[src/rtl/renkon_ctrl_issue.sv]
`default_nettype none
// ============================================================================
//  Module   : renkon_ctrl_issue
//  Purpose  : Stream-issue controller. Takes a one-cycle request carrying a
//             word count and a base address, walks the operand read address,
//             and frames the stream with begin / valid / end strobes for the
//             renkon control pipeline. After the last word it waits DRAIN
//             cycles for the downstream delay, then pulses ack.
//  Revision : 1.0 - initial release
// ----------------------------------------------------------------------------
//  Parameters
//    LENWIDTH   width of the word count
//    ADDRWIDTH  width of the base / read address
//    DRAIN      cycles between the last strobe and ack (0..15)
//  Ports
//    clk        clock, rising edge
//    xrst       asynchronous active-low reset
//    req        start pulse, sampled only while idle
//    len        number of words, sampled with req
//    base_addr  first read address, sampled with req
//    stall      downstream hold, suppresses issue in RUN
//    busy       frame in progress (cycle after accept .. ack, inclusive)
//    ack        one-cycle completion pulse
//    mem_addr   read address of the word being issued
//    out_begin  frame start strobe
//    out_valid  word strobe
//    out_end    frame end strobe, coincident with the last out_valid
//    err        sticky protocol error
//  Build option
//    RENKON_ISSUE_ERR_EN  when defined, err flags a req while busy or a
//                         zero-length req; otherwise err is tied low.
// ============================================================================
module renkon_ctrl_issue #(
    parameter int LENWIDTH  = 12,
    parameter int ADDRWIDTH = 12,
    parameter int DRAIN     = 2
) (
    input  logic                 clk,
    input  logic                 xrst,
    input  logic                 req,
    input  logic [LENWIDTH-1:0]  len,
    input  logic [ADDRWIDTH-1:0] base_addr,
    input  logic                 stall,
    output logic                 busy,
    output logic                 ack,
    output logic [ADDRWIDTH-1:0] mem_addr,
    output logic                 out_begin,
    output logic                 out_valid,
    output logic                 out_end,
    output logic                 err
);

    typedef enum logic [2:0] {
        S_IDLE  = 3'd0,
        S_BEGIN = 3'd1,
        S_RUN   = 3'd2,
        S_DRAIN = 3'd3,
        S_DONE  = 3'd4
    } state_t;

    localparam logic [3:0]           c_DRAIN_LOAD = (DRAIN > 0) ? 4'(DRAIN - 1) : 4'd0;
    localparam logic [LENWIDTH-1:0]  c_LEN_ONE    = LENWIDTH'(1);
    localparam logic [ADDRWIDTH-1:0] c_ADDR_ONE   = ADDRWIDTH'(1);

    // The state register names the phase whose outputs are visible in the
    // current cycle; every output is a register loaded on the same edge.
    state_t                 r_state,    w_state_nxt;
    logic [LENWIDTH-1:0]    r_cnt,      w_cnt_nxt;
    logic [ADDRWIDTH-1:0]   r_addr,     w_addr_nxt;
    logic [ADDRWIDTH-1:0]   r_mem_addr, w_mem_addr_nxt;
    logic [3:0]             r_drain,    w_drain_nxt;
    logic                   r_busy,     w_busy_nxt;
    logic                   r_ack,      w_ack_nxt;
    logic                   r_begin,    w_begin_nxt;
    logic                   r_valid,    w_valid_nxt;
    logic                   r_end,      w_end_nxt;
    logic                   w_issue;

    always_ff @(posedge clk or negedge xrst) begin
        if (!xrst) begin
            r_state    <= S_IDLE;
            r_cnt      <= '0;
            r_addr     <= '0;
            r_mem_addr <= '0;
            r_drain    <= '0;
            r_busy     <= 1'b0;
            r_ack      <= 1'b0;
            r_begin    <= 1'b0;
            r_valid    <= 1'b0;
            r_end      <= 1'b0;
        end else begin
            r_state    <= w_state_nxt;
            r_cnt      <= w_cnt_nxt;
            r_addr     <= w_addr_nxt;
            r_mem_addr <= w_mem_addr_nxt;
            r_drain    <= w_drain_nxt;
            r_busy     <= w_busy_nxt;
            r_ack      <= w_ack_nxt;
            r_begin    <= w_begin_nxt;
            r_valid    <= w_valid_nxt;
            r_end      <= w_end_nxt;
        end
    end

    always_comb begin
        w_state_nxt    = r_state;
        w_cnt_nxt      = r_cnt;
        w_addr_nxt     = r_addr;
        w_mem_addr_nxt = r_mem_addr;
        w_drain_nxt    = r_drain;
        w_ack_nxt      = 1'b0;
        w_begin_nxt    = 1'b0;
        w_valid_nxt    = 1'b0;
        w_end_nxt      = 1'b0;
        w_issue        = 1'b0;
        w_busy_nxt     = 1'b0;

        case (r_state)
            S_IDLE: begin
                if (req) begin
                    if (len != '0) begin
                        w_state_nxt    = S_BEGIN;
                        w_cnt_nxt      = len;
                        w_addr_nxt     = base_addr;
                        w_mem_addr_nxt = base_addr;
                        w_begin_nxt    = 1'b1;
                    end else begin
                        w_state_nxt = S_DONE;
                        w_ack_nxt   = 1'b1;
                    end
                end
            end
            // The first word always follows begin directly; stall is ignored
            // on this edge.
            S_BEGIN: begin
                w_state_nxt = S_RUN;
                w_issue     = 1'b1;
            end
            S_RUN: begin
                if (r_end) begin
                    if (DRAIN == 0) begin
                        w_state_nxt = S_DONE;
                        w_ack_nxt   = 1'b1;
                    end else begin
                        w_state_nxt = S_DRAIN;
                        w_drain_nxt = c_DRAIN_LOAD;
                    end
                end else if (!stall) begin
                    w_issue = 1'b1;
                end
            end
            S_DRAIN: begin
                if (r_drain == 4'd0) begin
                    w_state_nxt = S_DONE;
                    w_ack_nxt   = 1'b1;
                end else begin
                    w_drain_nxt = r_drain - 4'd1;
                end
            end
            S_DONE: begin
                w_state_nxt = S_IDLE;
            end
            default: begin
                w_state_nxt = S_IDLE;
            end
        endcase

        // Present the next word; end marks the word that empties the count.
        if (w_issue) begin
            w_valid_nxt    = 1'b1;
            w_mem_addr_nxt = r_addr;
            w_addr_nxt     = r_addr + c_ADDR_ONE;
            w_cnt_nxt      = r_cnt - c_LEN_ONE;
            w_end_nxt      = (r_cnt == c_LEN_ONE);
        end

        w_busy_nxt = (w_state_nxt != S_IDLE);
    end

    assign busy      = r_busy;
    assign ack       = r_ack;
    assign mem_addr  = r_mem_addr;
    assign out_begin = r_begin;
    assign out_valid = r_valid;
    assign out_end   = r_end;

`ifdef RENKON_ISSUE_ERR_EN
    logic r_err;

    // busy is high through the ack cycle, so a req coincident with ack is
    // also flagged.
    always_ff @(posedge clk or negedge xrst) begin
        if (!xrst) begin
            r_err <= 1'b0;
        end else if (req && (r_busy || (len == '0))) begin
            r_err <= 1'b1;
        end
    end

    assign err = r_err;
`else
    assign err = 1'b0;
`endif

endmodule
`default_nettype wire
[config.mk]
export PLATFORM = sky130hd
export DESIGN_NAME = renkon_ctrl_issue
export DESIGN_NICKNAME = d
export VERILOG_FILES = /design/src/rtl/renkon_ctrl_issue.sv
export SDC_FILE = /design/constraint.sdc
export NUM_CORES = 1
export LEC_CHECK = 0
export ABC_CLOCK_PERIOD_IN_PS = 2200
export BUFFER_PORTS_ARGS = -buffer_cell sky130_fd_sc_hd__buf_2
export CORE_MARGIN = 4
export CORE_UTILIZATION = 38
export DETAILED_ROUTE_END_ITERATION = 7
export HOLD_SLACK_MARGIN = 0.15
export PLACE_DENSITY = 0.63
export SLEW_MARGIN = 10
export SYNTH_ARGS = -nofsm -noshare
export SYNTH_HDL_FRONTEND = slang
export SYNTH_SLANG_ARGS = --single-unit
export TNS_END_PERCENT = 5
[constraint.sdc]
create_clock -name clk -period 2.2 [get_ports clk]
set_input_delay 0.66 -clock clk [delete_from_list [all_inputs] [get_ports clk]]
set_output_delay 0.66 -clock clk [all_outputs]
set_load 0.01 [all_outputs]
==> impl_results.md <==
- Final min period: 2220 ps
- CP arrival: 2410 ps
- Max Slew Vio Count: 0
- Max H-tree Level: 2
- IO Pins: 46
- Peak VDD IR: 0.554 mV
- Distinct cells, synth: 56
- Die height: 90.1 µm
- Layout Cells excl Fill: 404
- WP data required: 2390 ps
- CP Cell Sequence: buf_2 -> or4_4 -> o31ai_4 -> inv_2 -> or3_4 -> or3_4
- Post-Route M1 WL: 3110 µm
- Post-Syn Area: 0.00256 mm²
- Reg power frac: 36.5%
- EDFF count, synth: 0
- RePlAce Congestion: 0.824
- Vias in the first global route: 2259
- Sw power: 1.80 mW
- Switching share of power: 39.2%
- Worst Hold Class: input pin to async pin
- Remaining global-route overflow: 0
- Clock tree buffer depth: 2
- Final hold vios: 0
- Number of remaining DRC errors: 0
- Avg WL per Cell: 16.2 µm
- Initial antenna violation count: 0
- Leakage: 1.49 nW
- Area share of the largest cell type after synthesis: 46.9%
- Pint: 2.79 mW
- Final period util: 101%
- Number of antenna-violating nets in the routed design: 0
- Total CTS buffers: 5
- Synth Warn #: 0
- Die ar.: 0.00812 mm²
- Syn nets: 289
- Synthesized flop and latch total: 48
- Post-synthesis xor/xnor area fraction: 1.37%
- Metal2 WL: 3090 µm
- Die X: 90.1 µm
- Nets: 359
- Post-DP HPWL: 4770 µm
- Synth Instances: 256
- FMAX: 0.450 GHz
- Vias per cell: 5.66
- Simple-gate share of the synthesized area: 22.3%
- Post-place setup slack: -301 ps
- Violated checks: negative setup slack
- Count leader, synth: dfrtp_1
- Slowest stage delay, CP: 560 ps
- Crit-path most repeated cell: or3_4
- Outcome: complete, but fails checks
- Synth area leader: dfrtp_1
- Final setup violation count: 2
- Initial DRC Count: 147
- Synth top cells by count: dfrtp_1, nand2_1, nor2_1
- Clk_skew: 2.86 ps
- Worst hold slack: 326 ps
- Final setup TNS: -32.0 ps
- Clock sink count: 48
- Clk_lat worst skew: 300 ps
- Clock network power share: 15.4%
- P&R area growth vs syn: 26.6%
- CP Class: input pin to register
- First-pass GRT wire length: 11200 µm
- Crit. End Element: register
- DRT Pass-1 Iters: 4
- Crit-path slowest cell: or4_4
- Largest family of logic cells by synthesized area: simple AND/OR/NAND/NOR gates
- Storage element area: 0.00120 mm²
- Initial Util: 39.7%
- Detailed-route via count: 2286
- Placed cell count: 395
- Mux share of post-synthesis cell area: 1.61%
- Ant. Diodes: 0
- Clock slew at reported path FFs: 90 ps
- Gr usage total: 16.9%
- # fillers: 603
- Post-synth ARST share: 100%
- Post-synthesis compound-gate area fraction: 20.4%
- CTS tree: built
- Area contributors post-synth: dfrtp_1, a221o_1, nor3_1
- Max_cap viols: 0
- Input/output buffers: 44
- Fraction of layout cells with a size suffix above 1: 31.5%
- Post-route setup slack: -23.0 ps
- Site Rows: 29
- Adder-cell area share of the yosys netlist: 2.44%
- Core ar.: 0.00646 mm²
- Largest net degree at the start of global routing: 49
- Power per cell area: 1410 mW/mm²
- Seq/Total Area, Yosys: 46.9%
- DR WL met3: 296 µm
- Total wire length: 6550 µm
- Root Driver: clkbuf_8
- Comb pwr share: 48.1%
- Top_reg_cell synth: dfrtp_1
- Worst Path Max Fanout: 3
- Mean post-synth cell area: 10.0 µm²
- Crit start category: input pin
- CTS Hold Bufs: 0
- Top Layer Used: met4
- Footprint of the multi-input gates: 0.00125 mm²
- RSZ-0062 raised after global routing: true
[path summary, 6_finish.rpt]
kind                        startpoint     endpoint  slack [ps]  cells after the start
min                               xrst   r_state[2]         330                      2
max reg2reg                 r_drain[0]         busy          30                      6
min in group clk           mem_addr[9]  mem_addr[9]         510                      1
max                             len[2]         busy         -20                      6
min reg2reg                mem_addr[9]  mem_addr[9]         510                      1
max in group asynchronous         xrst    r_addr[5]        1640                      2
[registers in the layout, indices dropped and copies added (netlist names)]
| signal | cells |
|---|---|
| busy | 1 |
| r_drain | 4 |
| r_state | 3 |
| r_addr | 12 |
| out_end | 1 |
| ack | 1 |
| mem_addr | 12 |
| out_valid | 1 |
| r_cnt | 12 |
| out_begin | 1 |
[cell families (layout without fill, tap and decap cells)]
kind of cell,count (synthesis),after routing
xor gates and xnor gates,4,4
buffers and inverters,28,99
DFF,48,48
muxes,4,4
adders and majority gates,5,5
other,1,1
AOI/OAI and AO/OA,65,65
and+or+nand+nor,101,101
[cell type report]
type / instances / area share (%)
Clock buffer: 7 / 2.97
Tap cell: 77 / 2.97
Clock inverter: 1 / 0.925
Inverter: 14 / 1.66
Timing Repair Buffer: 77 / 15.8
Multi-Input combinational cell: 180 / 38.7
Sequential cell: 48 / 37.0
[power groups by stage]
stage / Sequential, mW / Combinational [mW] / Clock [mW]
4_1_cts: 1.67 / 2.17 / 0.719
3_3_place_gp: 1.68 / 2.11 / 0
5_1_grt: 1.74 / 2.46 / 0.759
3_5_place_dp: 1.68 / 2.15 / 0
2_1_floorplan: 1.68 / 1.32 / 0
6_report: 1.67 / 2.21 / 0.707
[worst max-delay path, delay by kind of cell]
| kind | cells | cell delay, ps |
|---|---|---|
| buffers and inverters | 2 | 190 |
| AND/OR/NAND/NOR | 3 | 1250 |
| AO/OA/AOI/OAI | 1 | 300 |
[stage by stage]
stage          utilization, %  total power, mW  area, µm²
4_1_cts                  49.7             4.56       3210
2_1_floorplan               -             3.00       2560
5_1_grt                  50.3             4.97       3250
3_5_place_dp             47.8             3.83       3090
3_3_place_gp             47.8             3.80       3090
6_report                 50.3             4.59       3250
[layout by cell type, fill, tap and decap left out, types with 3 or more instances in the layout]
master	instances
a22oi_1	4
a211oi_1	4
mux2i_1	3
buf_12	3
nand2_1	16
ha_1	5
nor2_1	15
o221a_2	3
and3_1	3
nand3_1	11
and4_1	3
inv_1	12
a21oi_1	6
buf_4	29
nor3_1	15
nor4_1	3
and2_1	7
buf_2	44
o211ai_1	3
a211o_1	6
or3_1	3
or4_1	4
o22ai_1	3
o32ai_1	3
clkbuf_8	7
o21ai_0	8
a32oi_1	3
or4_4	3
a221o_1	9
dfrtp_1	48
[routing by layer]
metal / vias to the layer above / track usage, %
li1: 1116 / -
met1: 1109 / 23.3
met2: 56 / 26.2
met3: 5 / 4.01
met4: 0 / 5.10
met5: - / 0
[repair_timing]
action                     4_1_cts  5_1_grt
resized for setup                0        8
setup endpoints to repair        0       21
setup buffers                    0        1
(Power assumes the default switching activity.)
